===== src/rtl/seg7_scan_driver.sv =====
// Time-multiplexed hex 7-segment driver: latches NDIGITS nibbles plus dp/enable,
// commits them only at frame boundaries, and scans one digit per SCAN_DIV cycles.
module seg7_scan_driver #(
    parameter int NDIGITS    = 4,
    parameter int SCAN_DIV   = 1000,
    parameter int ACTIVE_LOW = 1
) (
    input  logic                   clk,
    input  logic                   rst,
    input  logic                   load,
    input  logic [4*NDIGITS-1:0]   value,
    input  logic [NDIGITS-1:0]     dp_in,
    input  logic [NDIGITS-1:0]     en_mask,
    input  logic                   blank_lz,
    output logic [6:0]             seg,
    output logic                   dp,
    output logic [NDIGITS-1:0]     an,
    output logic                   pending,
    output logic                   frame_tick
);

    localparam int IW = (NDIGITS > 1) ? $clog2(NDIGITS) : 1;
    localparam int DW = (SCAN_DIV > 2) ? $clog2(SCAN_DIV) : 1;

    localparam logic [IW-1:0]      LAST_IDX  = IW'(NDIGITS - 1);
    localparam logic [DW-1:0]      TERM_CNT  = DW'(SCAN_DIV - 1);
    localparam logic [DW-1:0]      PRE_CNT   = DW'(SCAN_DIV - 2);
    localparam logic [NDIGITS-1:0] ONE_HOT0  = NDIGITS'(1'b1);
    localparam logic [6:0]         SEG_OFF   = (ACTIVE_LOW != 0) ? 7'h7F : 7'h00;
    localparam logic               DP_OFF    = (ACTIVE_LOW != 0) ? 1'b1 : 1'b0;
    localparam logic [NDIGITS-1:0] AN_OFF    = (ACTIVE_LOW != 0) ? {NDIGITS{1'b1}} : {NDIGITS{1'b0}};

    // Active-low segment code for one hex nibble (bit0=a ... bit6=g).
    function automatic logic [6:0] hex_al(input logic [3:0] nib);
        logic [6:0] code;
        case (nib)
            4'h0:    code = 7'h40;
            4'h1:    code = 7'h79;
            4'h2:    code = 7'h24;
            4'h3:    code = 7'h30;
            4'h4:    code = 7'h19;
            4'h5:    code = 7'h12;
            4'h6:    code = 7'h02;
            4'h7:    code = 7'h78;
            4'h8:    code = 7'h00;
            4'h9:    code = 7'h10;
            4'hA:    code = 7'h08;
            4'hB:    code = 7'h03;
            4'hC:    code = 7'h46;
            4'hD:    code = 7'h21;
            4'hE:    code = 7'h06;
            4'hF:    code = 7'h0E;
            default: code = 7'h7F;
        endcase
        return code;
    endfunction

    logic [DW-1:0]          div_cnt_r;
    logic [IW-1:0]          idx_r;
    logic                   frame_tick_r;
    logic                   pending_r;
    logic [4*NDIGITS-1:0]   disp_val_r, pend_val_r;
    logic [NDIGITS-1:0]     disp_dp_r, pend_dp_r;
    logic [NDIGITS-1:0]     disp_en_r, pend_en_r;
    logic [6:0]             seg_r;
    logic                   dp_r;
    logic [NDIGITS-1:0]     an_r;

    logic                   term_s;
    logic [NDIGITS-1:0]     lz_s;
    logic                   blank_s;
    logic [3:0]             nib_s;
    logic [6:0]             seg_al_s;
    logic                   dp_al_s;
    logic [NDIGITS-1:0]     an_al_s;

    assign term_s = (div_cnt_r == TERM_CNT);

    // Scan divider and digit index; frame_tick is pre-decoded so it is high in the wrap cycle.
    always_ff @(posedge clk or posedge rst) begin
        if (rst) begin
            div_cnt_r    <= {DW{1'b0}};
            idx_r        <= {IW{1'b0}};
            frame_tick_r <= 1'b0;
        end else begin
            frame_tick_r <= (div_cnt_r == PRE_CNT) && (idx_r == LAST_IDX);
            if (term_s) begin
                div_cnt_r <= {DW{1'b0}};
                idx_r     <= (idx_r == LAST_IDX) ? {IW{1'b0}} : idx_r + IW'(1);
            end else begin
                div_cnt_r <= div_cnt_r + DW'(1);
            end
        end
    end

    // Pending capture and frame-boundary commit; a load in the commit cycle bypasses pending.
    always_ff @(posedge clk or posedge rst) begin
        if (rst) begin
            pending_r  <= 1'b0;
            pend_val_r <= {(4*NDIGITS){1'b0}};
            pend_dp_r  <= {NDIGITS{1'b0}};
            pend_en_r  <= {NDIGITS{1'b0}};
            disp_val_r <= {(4*NDIGITS){1'b0}};
            disp_dp_r  <= {NDIGITS{1'b0}};
            // Enables come up set so a freshly reset display shows zeros rather than going dark.
            disp_en_r  <= {NDIGITS{1'b1}};
        end else if (frame_tick_r) begin
            pending_r <= 1'b0;
            if (load) begin
                disp_val_r <= value;
                disp_dp_r  <= dp_in;
                disp_en_r  <= en_mask;
            end else if (pending_r) begin
                disp_val_r <= pend_val_r;
                disp_dp_r  <= pend_dp_r;
                disp_en_r  <= pend_en_r;
            end
        end else if (load) begin
            pending_r  <= 1'b1;
            pend_val_r <= value;
            pend_dp_r  <= dp_in;
            pend_en_r  <= en_mask;
        end
    end

    // Leading-zero mask, blanking and decode of the digit currently selected by idx.
    always_comb begin
        logic zeros_v;
        zeros_v = 1'b1;
        lz_s    = {NDIGITS{1'b0}};
        for (int i = NDIGITS - 1; i >= 0; i--) begin
            zeros_v = zeros_v & (disp_val_r[4*i +: 4] == 4'h0);
            lz_s[i] = blank_lz & zeros_v & (i != 0);
        end
        nib_s   = disp_val_r[{idx_r, 2'b00} +: 4];
        blank_s = ~disp_en_r[idx_r] | lz_s[idx_r];
        if (blank_s) begin
            seg_al_s = 7'h7F;
            dp_al_s  = 1'b1;
            an_al_s  = {NDIGITS{1'b1}};
        end else begin
            seg_al_s = hex_al(nib_s);
            dp_al_s  = ~disp_dp_r[idx_r];
            an_al_s  = ~(ONE_HOT0 << idx_r);
        end
    end

    // Pin registers; the polarity parameter inverts seg, dp and an together.
    always_ff @(posedge clk or posedge rst) begin
        if (rst) begin
            seg_r <= SEG_OFF;
            dp_r  <= DP_OFF;
            an_r  <= AN_OFF;
        end else if (ACTIVE_LOW != 0) begin
            seg_r <= seg_al_s;
            dp_r  <= dp_al_s;
            an_r  <= an_al_s;
        end else begin
            seg_r <= ~seg_al_s;
            dp_r  <= ~dp_al_s;
            an_r  <= ~an_al_s;
        end
    end

    assign seg        = seg_r;
    assign dp         = dp_r;
    assign an         = an_r;
    assign pending    = pending_r;
    assign frame_tick = frame_tick_r;

endmodule

===== config.mk =====
export PLATFORM = sky130hd
export DESIGN_NAME = seg7_scan_driver
export DESIGN_NICKNAME = d
export VERILOG_FILES = /design/src/rtl/seg7_scan_driver.sv
export SDC_FILE = /design/constraint.sdc
export NUM_CORES = 1
export LEC_CHECK = 0
export BUFFER_PORTS_ARGS = -buffer_cell sky130_fd_sc_hd__buf_2
export CORE_UTILIZATION = 45
export DETAILED_ROUTE_END_ITERATION = 8
export PLACE_DENSITY = 0.67
export SLEW_MARGIN = 10
export SYNTH_ARGS = -nofsm -noshare
export SYNTH_HDL_FRONTEND = slang
export SYNTH_SLANG_ARGS = --single-unit

===== constraint.sdc =====
create_clock -name clk -period 5.1 [get_ports clk]
set_input_delay 1.02 -clock clk [delete_from_list [all_inputs] [get_ports clk]]
set_output_delay 1.02 -clock clk [all_outputs]
set_load 0.02 [all_outputs]

Word-level counts from Yosys, hierarchy flattened
Memory sizes are Yosys's and may differ from the RTL's.
Index checks and enable logic that the tools add are counted.
{"block": "totals", "register_bits": 74, "latch_bits": 0, "ramBits": 0, "romBits": 112, "input_bits": 28, "output_inout_bits": 14, "elab_cells": 59, "n_memories": 1}
{"memory": "(no name shown)", "words": 16, "word_bits": 7, "read_ports": 1, "rd_clocked_by_memory_dff": 0, "write_ports": 0, "line_no": "36", "rtl": "case (nib)"}
{"block": "classes", "addsub": 2, "mul": 0, "div": 0, "n_lt_le_gt_ge": 1, "eq_ne": 3, "shift": 2, "muxes": 19, "bitwise": 10, "n_reduce_logical": 8}
{"cell": "two-way mux 16 bit", "count": 2}
{"cell": "== test 10 bit (second input constant)", "count": 2}
{"cell": "two-way mux 4 bit", "count": 5}
{"cell": "variable part select 16 x 5 -> 4 bit", "count": 1}
{"cell": "zero test 4 bit", "count": 3}
{"cell": "adder 10 x 1 -> 10 bit (second input constant)", "count": 1}
{"cell": "two-way mux 10 bit", "count": 1}
{"cell": "two-way mux 7 bit", "count": 1}
{"cell": "binary-select mux 1 bit (select 2 bit)", "count": 3}
{"cell": "two-way mux 1 bit", "count": 6}
{"cell": "AND 1 bit", "count": 5}
{"cell": "NOT 4 bit", "count": 1}
{"cell": "AND reduction 2 bit", "count": 2}
{"cell": "nonzero test 2 bit", "count": 2}
{"cell": "left shift 1 x 2 -> 4 bit (first input constant)", "count": 1}
{"cell": "< comparator 2 x 3 -> 1 bit (second input constant)", "count": 1}
{"cell": "NOT 1 bit", "count": 3}
{"cell": "adder 2 x 1 -> 2 bit (second input constant)", "count": 1}
{"cell": "== test 2 bit (second input constant)", "count": 1}
{"cell": "two-way mux 2 bit", "count": 1}
{"cell": "logical AND 1 bit", "count": 1}
{"cell": "bitwise OR 1 bit", "count": 1}

Depth between registers and ports, before layout
Gate-level depths: netlist (run 1).
{"block": "depth", "depth_word": 8, "mapped_depth": 9, "mapped_depth_nobuf": 7}

Worst setup path before layout (run 1)
OpenSTA, ideal clock, no wires.
{"block": "synth_timing", "path_type": "register -> register", "startpoint": "reg idx_r[1]", "endpoint": "reg seg_r[0] (netlist: seg[0])", "setup_ps": 97, "arrival_ps": 2158, "required_ps": 5003, "slack_ps": 2845, "stages_incl_launch_ff": 10, "n_path_buf": 2, "period_less_slack_ps": 2255, "cell_sequence": "dfrtp_1 > buf_6 > buf_6 > mux4_2 > inv_1 > ha_1 > mux2i_1 > a21oi_1 > nor2_1 > o41ai_2"}
{"block": "synth_between", "elab_chain_cells": 5, "elab_cells_between_ends": 9, "classes_between": "shift (1); mux (5); bitwise (2); memory (1)"}
{"element": "start, declared", "line_no": "59", "rtl": "logic [IW-1:0] idx_r;"}
{"element": "start signal, assigned", "line_no": "83", "rtl": "idx_r <= {IW{1'b0}};"}
{"element": "start signal, assigned", "line_no": "89", "rtl": "idx_r <= (idx_r == LAST_IDX) ? {IW{1'b0}} : idx_r + IW'(1);"}
{"element": "parallel branches: the longest is 4 deep, another holds memory read (16 x 7 bit)"}
{"element": "two-way mux 7 bit (*)", "line_no": "137", "rtl": "if (blank_s) begin"}
{"element": "named net seg_al_s[0]", "line_no": "73", "rtl": "logic [6:0] seg_al_s;"}
{"element": "end signal, assigned", "line_no": "155", "rtl": "seg_r <= seg_al_s;"}
{"element": "end signal, assigned", "line_no": "159", "rtl": "seg_r <= ~seg_al_s;"}
{"element": "end, declared", "line_no": "65", "rtl": "logic [6:0] seg_r;"}
Mark *: on every way through the listed nets, which the timed path passes. The select of a mux whose other input is x is not followed.
A chain may end at the register's enable or synchronous reset.

Worst setup path after layout (run 1)
{"block": "layout_timing", "startpoint": "in load", "endpoint": "reg pend_val_r[12]"}
{"block": "layout_between", "elab_chain_cells": 1}
{"element": "start, declared", "line_no": "10", "rtl": "input logic load,"}
{"element": "AND reduction 2 bit (no source line)"}
{"element": "end signal, assigned", "line_no": "100", "rtl": "pend_val_r <= {(4*NDIGITS){1'b0}};"}
{"element": "end signal, assigned", "line_no": "120", "rtl": "pend_val_r <= value;"}
{"element": "end, declared", "line_no": "62", "rtl": "logic [4*NDIGITS-1:0] disp_val_r, pend_val_r;"}
Every way passes these cells.

==> impl_summary.md, run 1 <==
Worst hold path
For hold timing, the worst endpoint is div_cnt_r[0]. The worst hold path begins at div_cnt_r[0]. Along the worst hold path, the cell count comes to 1. The path class of the tightest hold or removal check is flip-flop to flip-flop.

Setup path
The reg-to-reg setup timing slack is between 2 and 2.5 ns. The signal arrival time at the worst endpoint is roughly 3.1 ns. Among all stages on the critical path, the largest delay is contributed by sky130_fd_sc_hd__nor2b_2. The signal on the critical path passes through buf_2, nor2b_2, mux2_2. The worst setup path is launched from an input port. The endpoint identified for the worst register-to-register timing path is seg[0].

By startpoint and endpoint, the worst setup path is classified as input port to flip-flop. The maximum fanout along the worst path is 27. The start of the worst register-to-register path is idx_r[1]. The largest stage delay on the critical path is about 1.1 ns. STA classifies the critical path endpoint as a flip-flop.

Data on the critical path is required at its endpoint by about 5.3 ns. Measured in cells, the most critical reg-to-reg path has a length of 7.

GRT
Global routing used approximately 17% of the available tracks. The initial antenna violation count is 0. Entering global routing, the biggest net connects between 40 and 50 pins. The via count of the first global-routing pass is between 2,000 and 2,500. The sum of overflow across all layers after global routing is 0. The global-route wire length before repair is between 10 and 15 mm.

Placement
The final weighted congestion in routability-driven placement is 0.827. Once placement completed, the tool counted placed cells totaling about 440. The quantity of I/O buffers inserted on ports is 41.

The HPWL after detailed placement is roughly 4.4 mm.

Clocking
The maximum clock insertion buffer count is 2. The cell sitting at the root of the clock tree is a sky130_fd_sc_hd__clkbuf_8. The TritonCTS clock tree is built. The clock latency of the later-clocked register in the worst-skew pair is around 0.35 ns. The number of CTS-inserted buffers is 9. The number of instances resized during post-cts repair is 0. The number of hold buffers added after cts is 0. Post-CTS timing repair inserted 0 buffers for setup. The number of H-tree levels is 3. The clock net sink count is 74. Clock-pin slew was measured on the worst setup and hold paths at approximately 0.07 ns.

Drt
The routed design has ~6.3 mm of wire. In this run, the number of DRC markers left after iteration 0 of detailed routing was ~110. The first detailed-routing pass ran for 4 iterations. Once detail routing completed, the nets flagged for antenna violations numbered 0. The number of vias after detailed routing is approximately 2,300.

After detailed routing, the number of remaining DRC violations is 0. In the final routed layout, each cell accounts on average for between 10 and 15 um. After detailed routing, the number of vias per cell comes to approximately 5.1.

Floorplan
In this run the vertical extent of the chip is between 90 and 100 um. The die area is 8380 um^2. Pin placement for this block handled between 40 and 50 I/O pins. The core area is 7730 um^2. The overall die width is roughly 92 um.

The row count is 32. The effective utilization at floorplan is a little under half.

Status
The flow ran to the end, and the final reports show no timing, DRC or antenna violations.

STA
The largest clock skew in the final design is approximately 0.013 ns. For the pin with the worst max-slew slack, the measured transition is around 1.2 ns. Based on the critical path, the design can be clocked at up to ~0.35 GHz. The final setup TNS is 0 ns. The clock period minus worst slack is roughly 2.9 ns. The total setup violations reported at the end of the flow is 0. Across all hold checks on the routed design, the worst slack comes to roughly 0.48 ns. In this run the tightest slew margin relative to its limit is between 20% and 30%. The number of failing hold endpoints at the final stage is 0. In the finished design, the share of the clock period the worst path needs comes to 56.2%. The number of pins with negative max-slew slack in the final report is 0. Setup repair after global routing left no endpoint under its margin.

Yosys
In the synthesized netlist the dominant register cell turns out to be sky130_fd_sc_hd__dfrtp_1. After synthesis, the mean cell area works out to approximately 12 um^2. After synthesis the netlist holds a flip-flop and latch count of 74. The share of synthesized area occupied by flip-flops and latches is 51.9%. Counting distinct cell types in the post-synthesis netlist gives 40. Counting flops with a built-in enable in the synthesized netlist gives 0. The number of warnings printed during yosys synthesis is 0.

The area of the mapped netlist is approximately 3600 um^2. Counting every instance in the synthesized netlist gives a little over 300. The async set-or-reset flop fraction in the synthesized netlist is 100%. The post-synthesis net count is approximately 350.

Layout
The final net count is 390. The repair_antennas step left the layout with diodes totalling 0. Leaving out fill and tap cells, the most frequent cells in the layout are 58 x sky130_fd_sc_hd__dfrtp_1, 43 x sky130_fd_sc_hd__nand2_1, 41 x sky130_fd_sc_hd__buf_2. The number of cells in the finished layout apart from fillers is ~460. Of the cells placed in the final design, the portion with a size suffix greater than 1 is around a third. Relative to the synthesized area, the layout overhead comes to 12.1%. Once layout is complete, the utilization of the core stands at between 50% and 60%. The leading cell type in the layout, fill and taps excluded is sky130_fd_sc_hd__dfrtp_1.

Pwr
The worst vdd rail ir drop is about 0.18 mV. In this run the static leakage power is roughly 1.8 nW. Power spread over the standard cell area amounts to approximately 270 nW/um^2.

Job
The max-capacitance violation count is 0.
-- where the power goes --
| group | total (mW) | switching [mW] | internal [mW] |
|---|---|---|---|
| Combinational | 0.0698 | 0.0343 | 0.0355 |
| Sequential | 0.615 | 0.00892 | 0.606 |
| Clock | 0.388 | 0.199 | 0.189 |
-- routing by layer --
layer | share of wire (%) | up-vias | GRT usage (%)
met5 | 0 | - | 0
met4 | 1.8 | 0 | 6.75
met3 | 3.1 | 11 | 4.44
met2 | 46 | 37 | 25.6
met1 | 49 | 1136 | 22.9
li1 | - | 1164 | -
-- state kept, by name (all words and copies together) (netlist names) --
| name | count |
|---|---|
| pend_dp_r | 4 |
| disp_en_r | 4 |
| dp | 1 |
| pend_val_r | 16 |
| seg | 7 |
| pending | 1 |
| disp_val_r | 16 |
| an | 4 |
| disp_dp_r | 4 |
| frame_tick | 1 |
| pend_en_r | 4 |
| div_cnt_r | 10 |
| idx_r | 2 |
-- cells in the mapped netlist (2+ instances only) --
library cell / number / area [um^2]
sky130_fd_sc_hd__or3_1: 2 / 12.5
sky130_fd_sc_hd__nor2_1: 17 / 63.8
sky130_fd_sc_hd__nor3_1: 3 / 15.0
sky130_fd_sc_hd__o221ai_1: 2 / 17.5
sky130_fd_sc_hd__nand3_1: 5 / 25.0
sky130_fd_sc_hd__xnor2_1: 7 / 61.3
sky130_fd_sc_hd__mux2i_2: 3 / 41.3
sky130_fd_sc_hd__buf_6: 2 / 22.5
sky130_fd_sc_hd__mux4_2: 4 / 90.1
sky130_fd_sc_hd__clkbuf_1: 3 / 11.3
sky130_fd_sc_hd__dfstp_2: 16 / 420
sky130_fd_sc_hd__nor4_1: 5 / 31.3
sky130_fd_sc_hd__nand2_1: 43 / 161
sky130_fd_sc_hd__o21ai_0: 30 / 150
sky130_fd_sc_hd__mux2i_1: 28 / 280
sky130_fd_sc_hd__inv_1: 8 / 30.0
sky130_fd_sc_hd__dfrtp_1: 58 / 1450
sky130_fd_sc_hd__nand4_1: 2 / 12.5
sky130_fd_sc_hd__ha_1: 12 / 150
sky130_fd_sc_hd__o211ai_1: 3 / 22.5
sky130_fd_sc_hd__a31oi_1: 2 / 12.5
sky130_fd_sc_hd__mux2_2: 26 / 293
sky130_fd_sc_hd__a21oi_1: 3 / 15.0
sky130_fd_sc_hd__o21ai_1: 2 / 10.0
sky130_fd_sc_hd__buf_2: 9 / 45.0
sky130_fd_sc_hd__xor2_1: 2 / 17.5
-- cell families (layout without fill, tap and decap cells) --
| kind of cell | count (synthesis) | after routing | synth area share (%) |
|---|---|---|---|
| XOR/XNOR | 9 | 9 | 2.19 |
| AO/OA/AOI/OAI | 46 | 46 | 7.49 |
| multiplexers | 64 | 64 | 21.2 |
| AND/OR/NAND/NOR | 81 | 81 | 9.64 |
| flip-flops | 74 | 74 | 51.9 |
| buffers and inverters | 25 | 69 | 3.43 |
| adder cells (fa/ha/maj) | 12 | 12 | 4.16 |
-- critical path: cells and delay by family --
family | cells | cell delay, ns
buffers and inverters | 1 | 0.58
muxes | 1 | 0.42
and+or+nand+nor | 1 | 1.06
-- metrics by stage --
stage,cell area [um^2],worst slack [ns],total power [mW]
after detailed placement,3880,1.84,0.698
final,4050,2.23,1.07
after global routing,4050,2.08,1.12
after CTS,4050,2.23,1.09
after floorplan,3610,2.22,0.673
after global placement,3880,1.90,0.695
-- how the worst max path moves through the flow --
stage                     startpoint             end  slack [ns]
after global routing        idx_r[1]          seg[0]        2.08
final                           load  pend_val_r[12]        2.23
after detailed placement        load   pend_val_r[9]        1.84
after global placement          load   pend_val_r[6]        1.90
after floorplan                  rst    disp_dp_r[0]        2.22
after CTS                       load  pend_val_r[12]        2.23
-- area by class of cell --
class	count	area, um^2
fillers	698	3680
flip-flops and latches	74	1870
multi-input cells	212	1620
repair buffers	44	228
clock buffers	13	149
well taps	102	128
inverters	9	33.8
clock inverters	3	17.5
Note: power is estimated with default switching activity, not from simulation.
==> inputs of run 2 (changes only) <==
==> constraint.sdc (replaced) <==
create_clock -name clk -period 2.9 [get_ports clk]
set_input_delay 0.58 -clock clk [delete_from_list [all_inputs] [get_ports clk]]
set_output_delay 0.58 -clock clk [all_outputs]
set_load 0.02 [all_outputs]
==> run 2 against run 1 <==
- highest routed layer unchanged
- first-iteration DRC count down 11%
- sequential cell count unchanged
- setup slack worse by 1.5 ns
- largest cell class unchanged
==> impl_summary.md, run 2 (synthesis results as in run 1) <==
Status
Status: complete, no violations (unchanged).

Drt
The detailed-routing iteration count for the pre-antenna-repair pass is 4 (unchanged). The routed wire length came to 6.26 mm (was 6.33 mm). The number of nets with antenna violations after detailed routing came to 0 (unchanged).

The average vias per placed instance is 5.03 (was 5.14). The DRC violations left is 0 (unchanged). The number of vias after detailed routing is 2,320 (was 2,348). The starting DRC count in detailed routing is 95 (was 107).

The detailed-route wire length per cell is 13.6 um (was 13.9 um).

Setup path
The reg-to-reg setup timing slack is 0.68 ns (was 2.34 ns). The signal arrival time at the worst endpoint is 2.47 ns (was 3.09 ns). The end of the worst register-to-register path is seg[0] (unchanged).

The maximum fanout along the worst path came to 7 (was 27). The end of the critical path is seg[0] (was pend_val_r[12]). The critical path class is flip-flop to flip-flop (was input port to flip-flop). The logic depth of the worst register-to-register path came to 7 (unchanged). The critical path capture point type is a flip-flop (unchanged). The kind of start point of the critical path is a flip-flop (was input port). The start of the worst register-to-register path is idx_r[1] (unchanged).

The start point of the critical path is idx_r[1] (was load). The required time of the critical path is 3.16 ns (was 5.32 ns).

STA
The portion of the clock cycle consumed by the worst path in the final layout is about three quarters. Derived from the worst setup path, the maximum achievable clock frequency is 0.451 GHz. The slew of the pin with the lowest slew margin is 1.03 ns (was 1.16 ns). The largest clock skew in the final design is 0.00895 ns (was 0.0129 ns).

The number of failing hold endpoints at the final stage is 0 (unchanged). RSZ-0062 raised after global routing: no (unchanged). The number of pins with negative max-slew slack in the final report is 0 (unchanged). The clock period minus worst slack is roughly 2.2 ns. The total setup violations reported at the end of the flow is 0 (unchanged). The final setup TNS is 0 ns (unchanged). The headroom to the max-slew limit is 31.3% (was 22.2%).

Floorplan
The vertical die dimension is 91.5 um (unchanged). The die area is 8380 um^2 (unchanged). The core area came to 7730 um^2 (unchanged).

The overall die width is 91.5 um (unchanged). The effective utilization at floorplan came to 46.7% (unchanged). The number of top-level pins is 42 (unchanged). The row count is 32 (unchanged).

Clocking
The number of H-tree levels is 3 (unchanged). The clock latency of the later-clocked register in the worst-skew pair is 0.35 ns (about the same). The root cell of the clock tree is sky130_fd_sc_hd__clkbuf_8 (unchanged).

The clock net sink count is 74 (unchanged). The number of hold buffers added after cts was 0 (unchanged). The number of CTS-inserted buffers is 9 (unchanged). The TritonCTS clock tree is built (unchanged).

The post-CTS setup repair buffer count was 0 (unchanged). The number of instances resized during post-cts repair is 0 (unchanged). The maximum clock insertion buffer count is 2 (unchanged). The clock transition time at the flip-flop clock pins of the worst setup and hold paths is 0.08 ns (was 0.07 ns).

Layout
The share of cells above drive strength 1 came to 32.9% (was 31.5%). The number of diodes was 0 (unchanged). The fill cell instance count of the final layout was 683 (was 698).

Top library cells by usage in the layout, fill and taps aside: 58 x sky130_fd_sc_hd__dfrtp_1, 43 x sky130_fd_sc_hd__nand2_1, 41 x sky130_fd_sc_hd__buf_2 (unchanged). The synthesis-to-finish area growth is 13.7% (was 12.1%). The leading cell type in the layout, fill and taps excluded is sky130_fd_sc_hd__dfrtp_1 (unchanged). Biggest regs: disp_val_r x16, pend_val_r x16, div_cnt_r x10 (unchanged). The number of cells in the finished layout apart from fillers came to 461 (was 457). The final net count is 394 (was 390).

GRT
The global routing usage on met1 came to 22.3% (was 22.9%). The sum of overflow across all layers after global routing is 0 (unchanged). The via count of the first global-routing pass is 2,223 (was 2,270). The global-route usage over all layers is 16.6% (was 16.8%).

The met3 track demand over resource was 4.61% (was 4.44%). The initial antenna violation count came to 0 (unchanged). The maximum number of pins on one net before global-route repair is 75 (was 49). The global-route track usage on met2 came to 24.7% (was 25.6%).

The most crowded layer after global routing is met2 (unchanged). The global-route wire length before repair is 10.6 mm (was 10.8 mm).

Pwr
The leakage power summed over all cells is 1.81 nW (was 1.78 nW). The power per standard cell area came to 472 nW/um^2 (was 265 nW/um^2). The power after layout is 1.94 mW (was 1.07 mW). The worst vdd rail ir drop is 0.273 mV (was 0.182 mV).

Placement
The quantity of I/O buffers inserted on ports is 41 (unchanged). The final weighted congestion in routability-driven placement came to 0.814 (was 0.827). The cell count after placement is 445 (was 441). The HPWL after detailed placement is 4.47 mm (was 4.41 mm).

Worst hold path
The type of the most critical hold path is input port to async pin (was flip-flop to flip-flop).

Job
The max-capacitance violation count is 0 (unchanged).
==> run 2: power breakdown <==
group / switching, mW / leakage (nW) / total, mW / internal [mW]
clock: 0.374 / 0.0924 / 0.730 / 0.356
combinational: 0.0606 / 0.815 / 0.126 / 0.0658
sequential: 0.0152 / 0.904 / 1.08 / 1.07
total: 0.450 / 1.81 / 1.94 / 1.49
==> run 2: per-layer routing <==
metal  up-vias  routed length, um
met1      1099               3150
met3        10                256
met5         -                  0
li1       1171                  -
met4         0                105
met2        40               2750
==> run 2: worst min-delay path by stage <==
stage / start / endpoint / depth (start not counted)
global placement: div_cnt_r[0] / div_cnt_r[0] / 1
finish: rst / pend_val_r[14] / 3
CTS: rst / pend_en_r[1] / 3
detailed placement: disp_dp_r[2] / disp_dp_r[2] / 2
global route: rst / pend_dp_r[0] / 3
floorplan: disp_dp_r[2] / disp_dp_r[2] / 2
==> run 2: per-stage QoR <==
step	hold WS, ns	instance area (um^2)	util (%)	worst slack, ns
after floorplan	0.445	3610	-	0.465
final	0.297	4100	53.1	0.683
after global placement	0.465	3920	50.7	0.692
after global routing	0.316	4100	53.1	0.456
after CTS	0.300	4100	53.1	0.639
after detailed placement	0.473	3920	50.7	0.650
==> run 2: area by class of cell <==
type | count | area, um^2 | area share [%]
sequential | 74 | 1870 | 45.6
multi-input combinational | 212 | 1620 | 39.4
tap | 102 | 128 | 3.11
inverter | 9 | 33.8 | 0.823
clock inverter | 4 | 26.3 | 0.640
timing repair buffer | 48 | 270 | 6.59
clock buffer | 12 | 155 | 3.78
==> run 2: critical path, stage by stage (launching register included) <==
cell and delay, ns:
sky130_fd_sc_hd__dfrtp_1 0.41, sky130_fd_sc_hd__mux4_2 0.59, sky130_fd_sc_hd__inv_1 0.16, sky130_fd_sc_hd__ha_1 0.32, sky130_fd_sc_hd__mux2i_1 0.11, sky130_fd_sc_hd__a21oi_1 0.16, sky130_fd_sc_hd__nor2_1 0.06, sky130_fd_sc_hd__o41ai_2 0.32
==> inputs of run 3 (changes only) <==
--- a/config.mk
+++ b/config.mk
@@ -8,7 +8,7 @@
 export BUFFER_PORTS_ARGS = -buffer_cell sky130_fd_sc_hd__buf_2
 export CORE_UTILIZATION = 45
 export DETAILED_ROUTE_END_ITERATION = 8
-export PLACE_DENSITY = 0.67
+export PLACE_DENSITY = 0.7
 export SLEW_MARGIN = 10
 export SYNTH_ARGS = -nofsm -noshare
 export SYNTH_HDL_FRONTEND = slang
==> constraint.sdc (replaced) <==
create_clock -name clk -period 1.85 [get_ports clk]
set_input_delay 0.37 -clock clk [delete_from_list [all_inputs] [get_ports clk]]
set_output_delay 0.37 -clock clk [all_outputs]
set_load 0.02 [all_outputs]
==> run 3 against run 2 <==
- the flow now finishes with violations (setup timing)
- sequential power up 56%
- setup slack worse by 0.78 ns
- utilization up 3.8 points
- critical path depth unchanged
- cell count up 4.6%
- critical endpoint unchanged
==> impl_summary.md, run 3 (synthesis results as in run 1) <==
Pwr
The design internal power is 2.54 mW (was 1.49 mW). The switching part of the total was 22.6% (was 23.2%). The power per standard cell area is 746 nW/um^2 (was 472 nW/um^2).

The power share of the clock group was 42.1% (was 37.7%). The sequential power share is 51.7% (was 55.8%). The net load switching power is 0.741 mW (was 0.450 mW). The leakage power summed over all cells is 1.94 nW (was 1.81 nW). The power after layout came to 3.28 mW (was 1.94 mW). The proportion of power drawn by combinational gates is 6.2% (was 6.5%). The worst vdd rail ir drop was 0.530 mV (was 0.273 mV).

Setup path
The largest stage delay on the critical path is 0.57 ns (was 0.59 ns). The most prevalent standard cell on the critical path is sky130_fd_sc_hd__buf_6. The required time of the critical path was 2.12 ns (was 3.16 ns). Cell breakdown of the critical path: mux4_2, buf_6, ha_4, buf_6, a211o_1, a21oi_2, o41ai_2 (was mux4_2, inv_1, ha_1, mux2i_1, a21oi_1, nor2_1, o41ai_2).

The critical path capture point type is a flip-flop (unchanged). The slowest library cell on the worst path is sky130_fd_sc_hd__mux4_2 (unchanged). The critical path class is flip-flop to flip-flop (unchanged). The logic depth of the worst register-to-register path came to 7 (unchanged).

The maximum fanout along the worst path was 6 (was 7). The kind of start point of the critical path is a flip-flop (unchanged). The signal arrival time at the worst endpoint was 2.22 ns (was 2.47 ns).

Layout
The share of cells above drive strength 1 is 39.5% (was 32.9%). Biggest regs: disp_val_r x16, pend_val_r x16, div_cnt_r x10 (unchanged). The fill cell instance count of the final layout is 674 (was 683). The number of cells in the finished layout apart from fillers is 482 (was 461). The number of diodes is 0 (unchanged). The leading cell type in the layout, fill and taps excluded is sky130_fd_sc_hd__dfrtp_1 (unchanged). The area of the multi-input gates is 1680 um^2 (was 1620 um^2). The sequential standard cell area is 1870 um^2 (about the same). The final instance area is 4400 um^2 (was 4100 um^2). The final net count is 415 (was 394). The final core area utilization was 56.9% (was 53.1%). Top library cells by usage in the layout, fill and taps aside: 57 x sky130_fd_sc_hd__dfrtp_1, 42 x sky130_fd_sc_hd__nand2_1, 41 x sky130_fd_sc_hd__buf_2 (was 58 x sky130_fd_sc_hd__dfrtp_1, 43 x sky130_fd_sc_hd__nand2_1, 41 x sky130_fd_sc_hd__buf_2). The synthesis-to-finish area growth came to 21.9% (was 13.7%).

STA
The slew of the pin with the lowest slew margin was 0.523 ns (was 1.03 ns). The number of failing hold endpoints at the final stage is 0 (unchanged). The number of pins with negative max-slew slack in the final report came to 0 (unchanged). The maximum clock rate came to 0.513 GHz (was 0.451 GHz). The largest clock skew in the final design is 0.00620 ns (was 0.00895 ns).

RSZ-0062 raised after global routing: yes (was no). The clock period minus worst slack is 1.95 ns (was 2.22 ns). The final hold slack came to 0.109 ns (was 0.297 ns). The headroom to the max-slew limit was 64.8% (was 31.3%). The total setup violations reported at the end of the flow is 3 (was 0).

The smallest setup slack after layout is -0.101 ns (was 0.683 ns). The portion of the clock cycle consumed by the worst path in the final layout is 105% (was 76.5%). The final setup TNS is -0.169 ns (was 0 ns).

Drt
The number of nets with antenna violations after detailed routing is 0 (unchanged). The DRC violations left is 0 (unchanged). The detailed-route wire length per cell is 13.9 um (was 13.6 um). The detailed-routing iteration count for the pre-antenna-repair pass is 4 (unchanged). The starting DRC count in detailed routing came to 70 (was 95). The number of vias after detailed routing is 2,443 (was 2,320). The routed wire length is 6.69 mm (was 6.26 mm). The average vias per placed instance was 5.07 (was 5.03).

Clocking
The maximum clock insertion buffer count is 2 (unchanged). The clock latency of the later-clocked register in the worst-skew pair is 0.35 ns (about the same). The root cell of the clock tree is sky130_fd_sc_hd__clkbuf_8 (unchanged). The clock transition time at the flip-flop clock pins of the worst setup and hold paths is 0.08 ns (about the same). The number of hold buffers added after cts is 0 (unchanged).

The clock net sink count is 74 (unchanged). The TritonCTS clock tree was built (unchanged). The number of CTS-inserted buffers was 9 (unchanged). The number of H-tree levels is 3 (unchanged).

GRT
The via count of the first global-routing pass is 2,516 (was 2,223). The global-route usage over all layers is 18.3% (was 16.6%). The sum of overflow across all layers after global routing was 0 (unchanged). The met3 track demand over resource is 3.94% (was 4.61%). The global-route track usage on met2 is 28.4% (was 24.7%). The global-route wire length before repair was 11.9 mm (was 10.6 mm). The global routing usage on met1 was 24.7% (was 22.3%).

The maximum number of pins on one net before global-route repair was 75 (unchanged). The most crowded layer after global routing is met2 (unchanged). The initial antenna violation count came to 0 (unchanged).

Floorplan
The row count is 32 (unchanged). The core area came to 7730 um^2 (unchanged). The overall die width was 91.5 um (unchanged).

The vertical die dimension is 91.5 um (unchanged). The number of top-level pins is 42 (unchanged). The die area is 8380 um^2 (unchanged).

The effective utilization at floorplan came to 46.7% (unchanged).

Placement
The cell count after placement was 463 (was 445). The quantity of I/O buffers inserted on ports is 41 (unchanged). The placement-stage worst setup slack is -0.211 ns (was 0.650 ns). The final weighted congestion in routability-driven placement came to 0.804 (was 0.814). The instance area at placement came to 4100 um^2 (was 3920 um^2). The HPWL after detailed placement came to 4.71 mm (was 4.47 mm).

Status
Status: complete, but fails checks (was complete, no violations). The final reports fail on setup timing.

Worst hold path
The type of the most critical hold path is input port to async pin (unchanged).

Job
The max-capacitance violation count is 0 (unchanged).
==> run 3: critical path, delay by kind of cell, from the launching register on <==
| family | cells | cell delay, ns |
|---|---|---|
| buffers and inverters | 2 | 0.27 |
| multiplexers | 1 | 0.57 |
| adder cells (fa/ha/maj) | 1 | 0.15 |
| flip-flops | 1 | 0.41 |
| AO/OA/AOI/OAI | 3 | 0.46 |
==> run 3: power groups by stage <==
stage	sequential [mW]	clock [mW]	combinational, mW
2_1_floorplan	1.72	0	0.137
3_3_place_gp	1.72	0	0.205
3_5_place_dp	1.73	0	0.209
4_1_cts	1.69	1.41	0.210
5_1_grt	1.70	1.46	0.228
6_report	1.69	1.38	0.204
==> run 3: repair_timing <==
item	in CTS	in global routing
endpoints found under the setup margin	12	6
setup buffers	2	2
gates cloned	0	0
pin swaps	2	3
resized for setup	12	5
==> run 3: area by class of cell <==
cell class | count | share of cell area [%]
timing repair buffer | 69 | 10.4
clock buffer | 10 | 2.90
inverter | 9 | 0.996
multi-input combinational | 212 | 38.2
sequential | 74 | 42.6
clock inverter | 6 | 2.02
tap | 102 | 2.90
==> run 3: metal layers <==
metal  part of all wire, %  routed length, um
met1                    49               3270
met5                     0                  0
met3                   3.0                204
met2                    46               3100
met4                   1.9                124
==> run 3: path summary, 6_finish.rpt <==
check	slack, ns	endpoint	start
worst max-delay path	-0.10	seg[0]	idx_r[1]
worst min-delay path	0.11	div_cnt_r[8]	rst
worst max register to register	-0.10	seg[0]	idx_r[1]
worst min register to register	0.48	disp_en_r[1]	disp_en_r[1]
max in group asynchronous	1.39	seg[1]	rst
min in group clk	0.26	pend_dp_r[2]	dp_in[2]
